==> config.mk <==
export PLATFORM = sky130hd
export DESIGN_NAME = calc_entry_fsm
export DESIGN_NICKNAME = d
export VERILOG_FILES = /design/src/rtl/calc_entry_fsm.sv
export SDC_FILE = /design/constraint.sdc
export NUM_CORES = 1
export LEC_CHECK = 0
export ABC_AREA = 1
export BUFFER_PORTS_ARGS = -buffer_cell sky130_fd_sc_hd__buf_2
export CAP_MARGIN = 5
export CORE_ASPECT_RATIO = 0.7
export CORE_MARGIN = 8
export CORE_UTILIZATION = 40
export CTS_BUF_LIST = sky130_fd_sc_hd__clkbuf_4
export CTS_CLUSTER_SIZE = 20
export DETAILED_ROUTE_END_ITERATION = 10
export PLACE_DENSITY = 0.61
export REMOVE_ABC_BUFFERS = 1
export SKIP_LAST_GASP = 1
export SYNTH_ARGS = -nofsm -noshare
export SYNTH_HDL_FRONTEND = slang
export SYNTH_SLANG_ARGS = --single-unit
==> constraint.sdc <==
create_clock -name Clk -period 6.2 [get_ports Clk]
set_clock_uncertainty 0.1 [all_clocks]
set_input_delay 0.62 -clock Clk [delete_from_list [all_inputs] [get_ports Clk]]
set_output_delay 0.62 -clock Clk [all_outputs]
set_load 0.01 [all_outputs]
==> src/rtl/calc_entry_fsm.sv <==
// Calculator entry core: assembles decimal operands from keypad strobes,
// applies + - x and drives a registered value toward bin2bcd_10bit.
// Ports:
//   Clk           system clock
//   reset         synchronous active-high reset
//   key_valid     one-cycle strobe qualifying keycode
//   keycode       0-9 digit, A add, B sub, C mul, D CE, E equals, F AC
//   display_value value shown on the BCD/seven-segment path
//   error         high while in the error state
//   op_pending    stored operator (0 none, 1 add, 2 sub, 3 mul)
//   key_ack       one-cycle pulse after every accepted strobe
module calc_entry_fsm #(
  parameter int unsigned MAX_DIGITS = 3,
  parameter int unsigned MAX_VALUE  = 999,
  parameter int unsigned WIDTH      = 10
) (
  input  logic             Clk,
  input  logic             reset,
  input  logic             key_valid,
  input  logic [3:0]       keycode,
  output logic [WIDTH-1:0] display_value,
  output logic             error,
  output logic [1:0]       op_pending,
  output logic             key_ack
);

  localparam int unsigned LW = 2 * WIDTH + 1;
  localparam int unsigned CW = $clog2(MAX_DIGITS + 1);

  localparam logic [2:0] S_ENTRY_A = 3'd0;
  localparam logic [2:0] S_OP_PEND = 3'd1;
  localparam logic [2:0] S_ENTRY_B = 3'd2;
  localparam logic [2:0] S_RESULT  = 3'd3;
  localparam logic [2:0] S_ERROR   = 3'd4;

  logic [2:0]       r_state;
  logic [WIDTH-1:0] r_acc_a;
  logic [WIDTH-1:0] r_acc_b;
  logic [CW-1:0]    r_digit_cnt;
  logic [1:0]       r_op;

  logic [2:0]       w_nxt_state;
  logic [WIDTH-1:0] w_nxt_acc_a;
  logic [WIDTH-1:0] w_nxt_acc_b;
  logic [CW-1:0]    w_nxt_cnt;
  logic [1:0]       w_nxt_op;
  logic [WIDTH-1:0] w_nxt_display;
  logic             w_nxt_error;
  logic [1:0]       w_nxt_op_pending;

  // Key classification
  logic       w_is_digit, w_is_op, w_is_ce, w_is_eq, w_is_ac;
  logic [1:0] w_key_op;
  assign w_is_digit = (keycode <= 4'd9);
  assign w_is_op    = (keycode >= 4'hA) && (keycode <= 4'hC);
  assign w_is_ce    = (keycode == 4'hD);
  assign w_is_eq    = (keycode == 4'hE);
  assign w_is_ac    = (keycode == 4'hF);
  // A/B/C map onto operator codes 1/2/3
  assign w_key_op   = 2'(keycode - 4'd9);

  // Digit accumulation on whichever operand is currently being entered
  logic [WIDTH-1:0] w_key_d;
  logic [WIDTH-1:0] w_cur_acc;
  logic [WIDTH-1:0] w_dig_acc;
  logic [CW-1:0]    w_dig_cnt;
  logic [CW-1:0]    w_first_cnt;
  assign w_key_d     = WIDTH'(keycode);
  assign w_cur_acc   = (r_state == S_ENTRY_B) ? r_acc_b : r_acc_a;
  assign w_first_cnt = (keycode != 4'd0) ? CW'(1) : '0;

  always_comb begin
    w_dig_acc = w_cur_acc;
    w_dig_cnt = r_digit_cnt;
    // Leading zeros neither change the value nor consume a digit slot
    if (!((keycode == 4'd0) && (w_cur_acc == '0)) && (r_digit_cnt < CW'(MAX_DIGITS))) begin
      w_dig_acc = w_cur_acc * WIDTH'(10) + w_key_d;
      w_dig_cnt = r_digit_cnt + CW'(1);
    end
  end

  // Single-cycle arithmetic, wide enough for the full product
  logic [LW-1:0]    w_a_ext, w_b_ext, w_res;
  logic             w_res_err;
  logic [WIDTH-1:0] w_res_val;
  assign w_a_ext = LW'(r_acc_a);
  assign w_b_ext = LW'(r_acc_b);

  always_comb begin
    w_res = w_a_ext;
    case (r_op)
      2'd1:    w_res = w_a_ext + w_b_ext;
      2'd2:    w_res = w_a_ext - w_b_ext;
      2'd3:    w_res = w_a_ext * w_b_ext;
      default: w_res = w_a_ext;
    endcase
  end

  assign w_res_err = ((r_op == 2'd2) && (r_acc_a < r_acc_b)) || (w_res > LW'(MAX_VALUE));
  assign w_res_val = WIDTH'(w_res);

  // Next-state and next-output logic
  always_comb begin
    w_nxt_state = r_state;
    w_nxt_acc_a = r_acc_a;
    w_nxt_acc_b = r_acc_b;
    w_nxt_cnt   = r_digit_cnt;
    w_nxt_op    = r_op;

    if (key_valid) begin
      if (w_is_ac) begin
        w_nxt_state = S_ENTRY_A;
        w_nxt_acc_a = '0;
        w_nxt_acc_b = '0;
        w_nxt_cnt   = '0;
        w_nxt_op    = 2'd0;
      end else begin
        case (r_state)
          S_ENTRY_A: begin
            if (w_is_digit) begin
              w_nxt_acc_a = w_dig_acc;
              w_nxt_cnt   = w_dig_cnt;
            end else if (w_is_op) begin
              w_nxt_op    = w_key_op;
              w_nxt_state = S_OP_PEND;
            end else if (w_is_ce) begin
              w_nxt_acc_a = '0;
              w_nxt_cnt   = '0;
            end
          end
          S_OP_PEND: begin
            if (w_is_digit) begin
              w_nxt_acc_b = w_key_d;
              w_nxt_cnt   = w_first_cnt;
              w_nxt_state = S_ENTRY_B;
            end else if (w_is_op) begin
              w_nxt_op = w_key_op;
            end
          end
          S_ENTRY_B: begin
            if (w_is_digit) begin
              w_nxt_acc_b = w_dig_acc;
              w_nxt_cnt   = w_dig_cnt;
            end else if (w_is_ce) begin
              w_nxt_acc_b = '0;
              w_nxt_cnt   = '0;
            end else if (w_is_eq || w_is_op) begin
              if (w_res_err) begin
                w_nxt_state = S_ERROR;
                w_nxt_acc_a = '0;
                w_nxt_acc_b = '0;
                w_nxt_cnt   = '0;
                w_nxt_op    = 2'd0;
              end else begin
                // Result becomes the left operand, both for display and chaining
                w_nxt_acc_a = w_res_val;
                w_nxt_cnt   = '0;
                if (w_is_eq) begin
                  w_nxt_state = S_RESULT;
                  w_nxt_op    = 2'd0;
                end else begin
                  w_nxt_state = S_OP_PEND;
                  w_nxt_op    = w_key_op;
                end
              end
            end
          end
          S_RESULT: begin
            if (w_is_digit) begin
              w_nxt_acc_a = w_key_d;
              w_nxt_cnt   = w_first_cnt;
              w_nxt_state = S_ENTRY_A;
            end else if (w_is_op) begin
              w_nxt_op    = w_key_op;
              w_nxt_state = S_OP_PEND;
            end else if (w_is_ce) begin
              w_nxt_acc_a = '0;
              w_nxt_cnt   = '0;
              w_nxt_state = S_ENTRY_A;
            end
          end
          S_ERROR: begin
            w_nxt_state = S_ERROR;
          end
          default: begin
            w_nxt_state = S_ENTRY_A;
            w_nxt_acc_a = '0;
            w_nxt_acc_b = '0;
            w_nxt_cnt   = '0;
            w_nxt_op    = 2'd0;
          end
        endcase
      end
    end

    // Outputs follow the state being entered so they land one cycle after the key
    w_nxt_display    = w_nxt_acc_a;
    w_nxt_error      = 1'b0;
    w_nxt_op_pending = 2'd0;
    case (w_nxt_state)
      S_ENTRY_B: begin
        w_nxt_display    = w_nxt_acc_b;
        w_nxt_op_pending = w_nxt_op;
      end
      S_OP_PEND: w_nxt_op_pending = w_nxt_op;
      S_ERROR: begin
        w_nxt_display = '0;
        w_nxt_error   = 1'b1;
      end
      default: w_nxt_display = w_nxt_acc_a;
    endcase
  end

  // State and output registers
  always_ff @(posedge Clk) begin
    if (reset) begin
      r_state       <= S_ENTRY_A;
      r_acc_a       <= '0;
      r_acc_b       <= '0;
      r_digit_cnt   <= '0;
      r_op          <= 2'd0;
      display_value <= '0;
      error         <= 1'b0;
      op_pending    <= 2'd0;
      key_ack       <= 1'b0;
    end else begin
      r_state       <= w_nxt_state;
      r_acc_a       <= w_nxt_acc_a;
      r_acc_b       <= w_nxt_acc_b;
      r_digit_cnt   <= w_nxt_cnt;
      r_op          <= w_nxt_op;
      display_value <= w_nxt_display;
      error         <= w_nxt_error;
      op_pending    <= w_nxt_op_pending;
      key_ack       <= key_valid;
    end
  end

endmodule

==> results.toml, run 1 <==
[detailed_routing]
via_per_inst = 5.36
num_vias = 9639
drcViolationCount = 0
wl_per_cell_um = 17.5
antenna_left = 0
drtIter0Drc = 1188
detailedRoute.firstPassIterationCount = 5
drt_wl_total_mm = 31.5

[run_status]
outcome = "finished clean"

[timing]
grt_setup_unrepaired = "yes"
fin_crit_ns = 5.97
finalHoldViolations = 0
worst_slew_pin_slew_ns = 0.957
finalCritPeriodShare_pct = 96.3
worst_slack_ns = 0.232
fmax_mhz = 168
setup_viol = 0
timing.slew.headroom_pct = 36.1
setup_tns_ns = 0
final_max_slew_viol_count = 0

[clocking]
cts_buffer_depth = 2
cts.clk_slew.worst_paths_ns = 0.12
cts_buffers = 5
htreeDepth = 2
root_buffer = "clkbuf_4"
clkLatencyLatePin_ns = 0.35
ctsHoldBuffers = 0
cts_tree = "done"
cts.sinks = 41

[die]
io_pins = 21
row_count = 45
placeableCoreArea_mm2 = 0.0217
die_h_um = 141
start_util_pct = 40.8
dieWidth_um = 194
dieArea_mm2 = 0.0273

[worst_setup_path]
critPathMaxFanout = 8
endpoint_kind = "register"
path_buf_inv = 2
worstPathRequired_ns = 6.38
crit_slowest_cell = "fa_1"
max_stage_delay_ns = 0.60
worst-setup-path-type = "register to register"
cp.arrival_ns = 6.15
start_kind = "register"
critPathTopFamily = "adder cells"
crit_top_cell = "nand2_1"
worst-r2r-setup-slack_ns = 0.23

[layout]
fin_nets = 1684
most-common-layout-cells = "nand2_1 (454), inv_1 (270), nand3_1 (109)"
area_growth_pct = 17.2
num_antenna_cells = 0
fin_util_pct = 47.8
layout_commonest_cell = "nand2_1"
drive_above_1_share_pct = 16.7

[pwr]
cellLeakagePower_nw = 6.00
ir_worst_vdd_mv = 0.0693
power_density_mw_per_mm2 = 81.4

[synthesis]
yosysSeqAreaShare_pct = 9.26
synth-seq-cells = 41
syn_avg_cell_area_um2 = 6.11
synth_edf_count = 0
synthArstFlopShare_pct = 0
synth_cell_types = 49
synth_top_flop_cell = "dfxtp_1"
synth_cells = 1451
ys_warn_count = 0
syn_area_mm2 = 0.00887

[placed_design]
dpl.hpwl_mm = 25.5
place.gp.congestion = 0.996
port_buffers = 20
dp_slack_ns = -0.169

[min_path]
min-delay-path-class = "register to register"

[grt]
grt_pass1_vias = 8338
grt_max_degree = 30
track_usage_pct = 21.9
grt_overflow = 0
antenna_found_initial = 0
grt_pass1_wl_mm = 47.6

[run]
maxCapViolCount = 0
==> Yosys cell counts (4+ instances only) <==
| library cell | number | area share, % |
|---|---|---|
| a21oi_1 | 74 | 4.2 |
| a22oi_1 | 7 | 0.59 |
| a31oi_1 | 11 | 0.78 |
| buf_2 | 6 | 0.34 |
| clkbuf_1 | 34 | 1.4 |
| dfxtp_1 | 41 | 9.3 |
| fa_1 | 66 | 15 |
| ha_1 | 94 | 13 |
| inv_1 | 274 | 12 |
| nand2_1 | 478 | 20 |
| nand2_2 | 8 | 0.56 |
| nand3_1 | 114 | 6.4 |
| nand3_2 | 4 | 0.45 |
| nand3b_1 | 8 | 0.68 |
| nand4_1 | 21 | 1.5 |
| nor2_1 | 84 | 3.6 |
| nor3_1 | 12 | 0.68 |
| o21ai_0 | 36 | 2.0 |
| o21ai_1 | 7 | 0.40 |
| or2_2 | 12 | 0.85 |
| xnor2_1 | 5 | 0.49 |
| xor2_1 | 6 | 0.59 |
==> final timing paths <==
kind                  start               end  cells past startpoint
max              r_acc_b[6]  display_value[3]                     26
min          r_digit_cnt[1]    r_digit_cnt[1]                      2
max reg2reg      r_acc_b[6]  display_value[3]                     26
min reg2reg  r_digit_cnt[1]    r_digit_cnt[1]                      2
==> metal layers <==
metal / track usage (%) / share of wire [%]
met5: 0 / 0
met1: 34.5 / 49
met3: 7.51 / 14
met4: 2.93 / 1.2
met2: 27.7 / 36
==> cells by family (layout without fill, tap and decap cells) <==
| kind of cell | count (synthesis) | in the layout | synth area share [%] |
|---|---|---|---|
| fa+ha+maj | 160 | 160 | 28.2 |
| simple gates | 755 | 756 | 36.6 |
| flops | 41 | 41 | 9.26 |
| buf+inv | 327 | 391 | 14.3 |
| compound gates | 157 | 158 | 10.6 |
| xor+xnor | 11 | 11 | 1.09 |
==> final cells by class <==
class / instances / area [um^2]
Clock buffer: 6 / 45.0
Clock inverter: 1 / 3.75
Fill cell: 2289 / 11300
Inverter: 280 / 1050
Multi-Input combinational cell: 1085 / 7320
Sequential cell: 41 / 855
Tap cell: 282 / 353
Timing Repair Buffer: 104 / 761
==> flip-flops by register name (all words and copies together) (netlist names) <==
name / count
key_ack: 1
op_pending: 2
r_digit_cnt: 2
r_op: 2
display_value: 10
error: 1
r_acc_b: 10
r_acc_a: 10
r_state: 3
==> worst reg2reg max path, stage by stage, from the launching register on <==
cell     delay [ns]
dfxtp_4        0.40
buf_4          0.20
ha_2           0.22
fa_1           0.55
fa_1           0.44
fa_1           0.52
fa_1           0.60
ha_4           0.22
ha_4           0.29
nand2_1        0.06
inv_1          0.08
nand2_1        0.11
nor3_1         0.17
nand2_1        0.17
a21oi_2        0.18
nor2_2         0.06
nor2_2         0.13
nand3_2        0.13
a21oi_4        0.25
nand4_1        0.16
nand2_1        0.10
nand2_1        0.06
nand2_2        0.12
nand2_4        0.13
a21oi_4        0.25
nand3_1        0.11
nand2_1        0.10
==> per-stage QoR <==
stage	instances	power, mW	cell area [um^2]	hold WS [ns]
floorplan	1404	0.549	8650	0.337
global placement	1787	0.700	9720	0.355
detailed placement	1787	0.700	9720	0.366
CTS	1796	0.825	9830	0.378
global route	1799	0.902	10400	0.385
finish	1799	0.846	10400	0.376
==> report_power, final <==
group | internal (mW) | switching (mW)
registers | 0.276 | 0.0140
clock network | 0.0456 | 0.0796
logic | 0.145 | 0.286
==> repair_timing <==
| action | CTS | global route |
|---|---|---|
| gates cloned | 1 | 1 |
| pin swaps | 4 | 44 |
| gates resized for setup | 14 | 122 |
| buffers inserted | 1 | 2 |
| setup endpoints to repair | 25 | 38 |
No activity file was read; power rests on OpenSTA's default activity.
==> run 2: changes to the inputs <==
- BUFFER_PORTS_ARGS: -buffer_cell sky130_fd_sc_hd__buf_2 -> default
- CORE_UTILIZATION: 40 -> 55
- DONT_BUFFER_PORTS: default -> 1
- PLACE_DENSITY: 0.61 -> 0.77
==> run 2 against run 1 <==
  * The flow now finishes with violations (design-rule violations)
  * Register-to-register slack got worse by 0.07 ns
  * Final area decreased by 1.5%
  * Critical path depth increased by 5
  * Die area decreased by 25%
  * Power increased by 9.2%
  * Clock power increased by 74%
  * Clock-buffer cell count decreased by 1
  * Combinational power decreased by 4%
  * Routed wire length decreased by 3.3%
  * Cell count decreased by 5.4%
  * Largest cell class unchanged
==> results.toml, run 2 (synthesis results as in run 1) <==
[run_status]
outcome = "finished, violations left"
violations = "design-rule violations"

[clocking]
cts_tree = "done"
htreeDepth = 2
cts.clk_slew.worst_paths_ns = 0.14
clkLatencyLatePin_ns = 0.36
ctsHoldBuffers = 0
cts_buffer_depth = 2
root_buffer = "clkbuf_4"
cts.sinks = 41
cts_buffers = 5

[layout]
most-common-layout-cells = "nand2_1 (454), inv_1 (265), nand3_1 (105)"
stdcell_area_mm2 = 0.0102
largestRegisters = "display_value: 10 flops, r_acc_a: 10 flops, r_acc_b: 10 flops"
fill_cells = 1458
fin_nets = 1667
fin_util_pct = 65.4
area_growth_pct = 15.4
drive_above_1_share_pct = 16.5
multi_input_area_mm2 = 0.00724
layout_commonest_cell = "nand2_1"
regArea_um2 = 858
num_antenna_cells = 0

[detailed_routing]
drtIter0Drc = 1585
antenna_left = 0
num_vias = 9752
wl_per_cell_um = 17.9
via_per_inst = 5.73
drcViolationCount = 1
drt_wl_total_mm = 30.4
detailedRoute.firstPassIterationCount = 11

[grt]
antenna_found_initial = 0
grt_overflow = 0
grt_pass1_wl_mm = 46.1
track_usage_pct = 28.3
grt_max_degree = 30
grt_pass1_vias = 8284

[worst_setup_path]
cp.arrival_ns = 6.19
start_kind = "register"
worst-setup-path-type = "register to register"
crit_top_cell = "nand2_1"
critPathTopFamily = "adder cells"
crit_slowest_cell = "fa_1"
path_buf_inv = 4
critPathMaxFanout = 11
max_stage_delay_ns = 0.56
endpoint_kind = "register"
worstPathRequired_ns = 6.35

[die]
dieWidth_um = 168
dieArea_mm2 = 0.0205
io_pins = 21
placeableCoreArea_mm2 = 0.0156
die_h_um = 122
start_util_pct = 56.7
row_count = 38

[placed_design]
place.gp.congestion = 1.02
dpl.hpwl_mm = 24.5
post_dp_cell_area_mm2 = 0.00952
port_buffers = 0

[timing]
finalCritPeriodShare_pct = 97.4
finalHoldViolations = 0
fin_crit_ns = 6.04
timing.slew.headroom_pct = 48.1
setup_tns_ns = 0
worst_slew_pin_slew_ns = 0.770
fmax_mhz = 166
grt_setup_unrepaired = "yes"
final_max_slew_viol_count = 0
setup_viol = 0

[pwr]
ir_worst_vdd_mv = 0.113
cellLeakagePower_nw = 5.91
finalPower_mw = 0.924
power_density_mw_per_mm2 = 90.3

[min_path]
min-delay-path-class = "input pin to register"

[run]
maxCapViolCount = 0
==> run 2: metal layers <==
metal  vias to the layer above  wire [um]  GRT usage, %
met2                       630      11500          37.8
met1                      4470      14000          45.7
met3                        39       4460          5.81
met5                         -          0             0
met4                         0        425          3.45
li1                       4613          -             -
==> run 2: path summary, 6_finish.rpt <==
path                                      from          endpoint  slack (ns)  cells after the start
worst min register to register  r_digit_cnt[1]    r_digit_cnt[1]        0.38                      2
worst max-delay path                r_acc_a[3]  display_value[8]        0.16                     31
worst min-delay path                     reset    r_digit_cnt[0]        0.20                      1
worst max register to register      r_acc_a[3]  display_value[8]        0.16                     31
==> run 2: area by class of cell <==
| cell class | count | area share, % |
|---|---|---|
| clock inverters | 3 | 0.636 |
| repair buffers | 88 | 7.02 |
| clock buffers | 5 | 0.367 |
| inverters | 280 | 10.3 |
| flip-flops and latches | 41 | 8.39 |
| multi-input cells | 1084 | 70.8 |
| well taps | 200 | 2.45 |
==> run 2: per-stage QoR <==
| stage | hold slack (ns) | std cells | setup slack [ns] |
|---|---|---|---|
| finish | 0.200 | 1701 | 0.162 |
| global route | 0.184 | 1701 | -0.0919 |
| CTS | 0.200 | 1696 | 0.000699 |
| detailed placement | 0.359 | 1685 | -0.175 |
| global placement | 0.346 | 1685 | -0.0633 |
| floorplan | 0.337 | 1404 | 0.0974 |
==> run 2: what timing repair did <==
item,in CTS,in global routing
cloned,1,0
setup endpoints to repair,15,37
setup buffers,2,5
pin swaps,9,62
resized for setup,29,111
==> run 2: report_power, final <==
part	internal (mW)	switching, mW	total, mW
Combinational	0.142	0.272	0.414
Sequential	0.276	0.0173	0.293
Clock	0.125	0.0924	0.217
==> run 3: changes to the inputs <==
- REMOVE_ABC_BUFFERS: 1 -> default
- SLEW_MARGIN: default -> 5
==> run 3 against run 2 <==
  * The run now ends clean
  * Sequential cell count did not move
  * Clock-buffer cell count did not move
  * Critical path depth is 5 lower
  * Die area did not move
  * Cell count is 0.53% lower
  * Final area decreased by 1.9%
  * Routed wire length down 2.0%
  * Fmax increased by 0.56%
  * Via count is 0.33% lower
  * First-iteration DRC count is 18% lower
  * Power shrank 9.0%
  * Clock power decreased by 36%
  * Critical path type unchanged
==> results.toml, run 3 (synthesis results as in run 1) <==
[clocking]
cts_buffers = 5
cts.clk_slew.worst_paths_ns = 0.14
cts_buffer_depth = 2
ctsHoldBuffers = 0
cts_tree = "done"
cts.sinks = 41
clkLatencyLatePin_ns = 0.36
root_buffer = "clkbuf_4"
htreeDepth = 2

[pwr]
ir_worst_vdd_mv = 0.151
finalPower_mw = 0.841
power_density_mw_per_mm2 = 83.8
cellLeakagePower_nw = 5.85

[timing]
timing.slew.headroom_pct = 47.6
worst_slack_ns = 0.195
fmax_mhz = 167
setup_viol = 0
finalCritPeriodShare_pct = 96.9
final_max_slew_viol_count = 0
hold_slack_ns = 0.207
worst_slew_pin_slew_ns = 0.782
setup_tns_ns = 0
finalHoldViolations = 0
fin_crit_ns = 6.01

[grt]
grt_busiest_layer = "met1"
grt_pass1_wl_mm = 45.2
grt_max_degree = 30
use_met1_pct = 42.9
track_usage_pct = 27.4
grtUsageMet3_pct = 7.89
grtUsageMet2_pct = 36.9
antenna_found_initial = 1
grt_pass1_vias = 8458
grt_overflow = 0

[worst_setup_path]
critPathMaxFanout = 10
worstPathRequired_ns = 6.35
endpoint_kind = "register"
start_kind = "register"
worstRegToRegCells = 26
cp.arrival_ns = 6.16
worst-setup-path-type = "register to register"

[detailed_routing]
wl_per_cell_um = 17.6
drt_wl_total_mm = 29.8
num_vias = 9720
drcViolationCount = 0
antenna_left = 0
via_per_inst = 5.74
drtIter0Drc = 1301
detailedRoute.firstPassIterationCount = 8

[synthesis]
syn_nets = 1618

[min_path]
min-delay-path-class = "input pin to register"
whs_path_depth = 1

[layout]
area_growth_pct = 13.2
stdcell_area_mm2 = 0.0100
fin_util_pct = 64.2
fill_cells = 1474
regArea_um2 = 851
num_antenna_cells = 0
final_cells = 1692
largestRegisters = "display_value: 10 flops, r_acc_a: 10 flops, r_acc_b: 10 flops"
drive_above_1_share_pct = 14.7
fin_nets = 1658
most-common-layout-cells = "nand2_1 (460), inv_1 (272), nand3_1 (107)"
layout_commonest_cell = "nand2_1"
multi_input_area_mm2 = 0.00723

[placed_design]
post_dp_cell_area_mm2 = 0.00946
dp.cells = 1677
port_buffers = 0
dp_slack_ns = -0.210
dpl.hpwl_mm = 23.5
place.gp.congestion = 1.01

[die]
start_util_pct = 56.7
placeableCoreArea_mm2 = 0.0156
dieWidth_um = 168
row_count = 38
dieArea_mm2 = 0.0205
die_h_um = 122
io_pins = 21

[run_status]
outcome = "finished clean"

[run]
maxCapViolCount = 0
-- run 3: changes by cell type in the layout (fill, tap and decap cells not counted), sizes merged --
cell,change
nand3,+1
buf,-10
bufinv,-2
clkinv,+1
inv,+1
-- run 3: what timing repair did --
| action | in CTS | in global routing |
|---|---|---|
| gates cloned | 1 | 1 |
| gates resized for setup | 12 | 109 |
| pin swaps | 3 | 37 |
| endpoints found under the setup margin | 32 | 37 |
| buffers inserted | 0 | 5 |
-- run 3: routing by layer --
layer	part of all wire, %	vias up
li1	-	4593
met1	46	4523
met2	39	565
met3	13	37
met4	1.2	2
met5	0.030	-
-- run 3: path summary, 6_finish.rpt --
path | from | end | slack [ns]
worst max-delay path | r_acc_b[6] | display_value[2] | 0.19
worst min-delay path | reset | r_state[1] | 0.21
worst max register to register | r_acc_b[6] | display_value[2] | 0.19
worst min register to register | r_digit_cnt[1] | r_digit_cnt[1] | 0.39
-- run 3: where the power goes --
group          leakage [nW]  switching, mW  internal [mW]  total (mW)
Sequential            0.341         0.0186          0.276       0.295
Clock                0.0307         0.0951         0.0433       0.138
Combinational          5.48          0.271          0.136       0.407
-- run 3: worst max-delay path, stage by stage (launching register included) --
cell     delay [ns]
dfxtp_2        0.35
buf_4          0.14
buf_4          0.15
ha_1           0.22
fa_1           0.56
fa_1           0.44
fa_1           0.52
fa_1           0.61
ha_4           0.23
ha_4           0.31
nand2_1        0.07
inv_1          0.10
nand2_1        0.13
nor3_1         0.18
nand2_1        0.11
a21oi_1        0.16
nor2_1         0.09
nor2_2         0.11
nand3_2        0.13
a21oi_4        0.27
nand3_4        0.15
a21oi_4        0.25
nand3_4        0.14
inv_2          0.11
nand2_4        0.10
nand3_1        0.11
nand2_1        0.07
-- run 3: cell type report --
class	instances	share of cell area, %
Timing Repair Buffer	78	5.98
Multi-Input combinational cell	1085	72.0
Sequential cell	41	8.48
Clock inverter	3	0.162
Clock buffer	5	0.374
Inverter	280	10.5
Tap cell	200	2.49
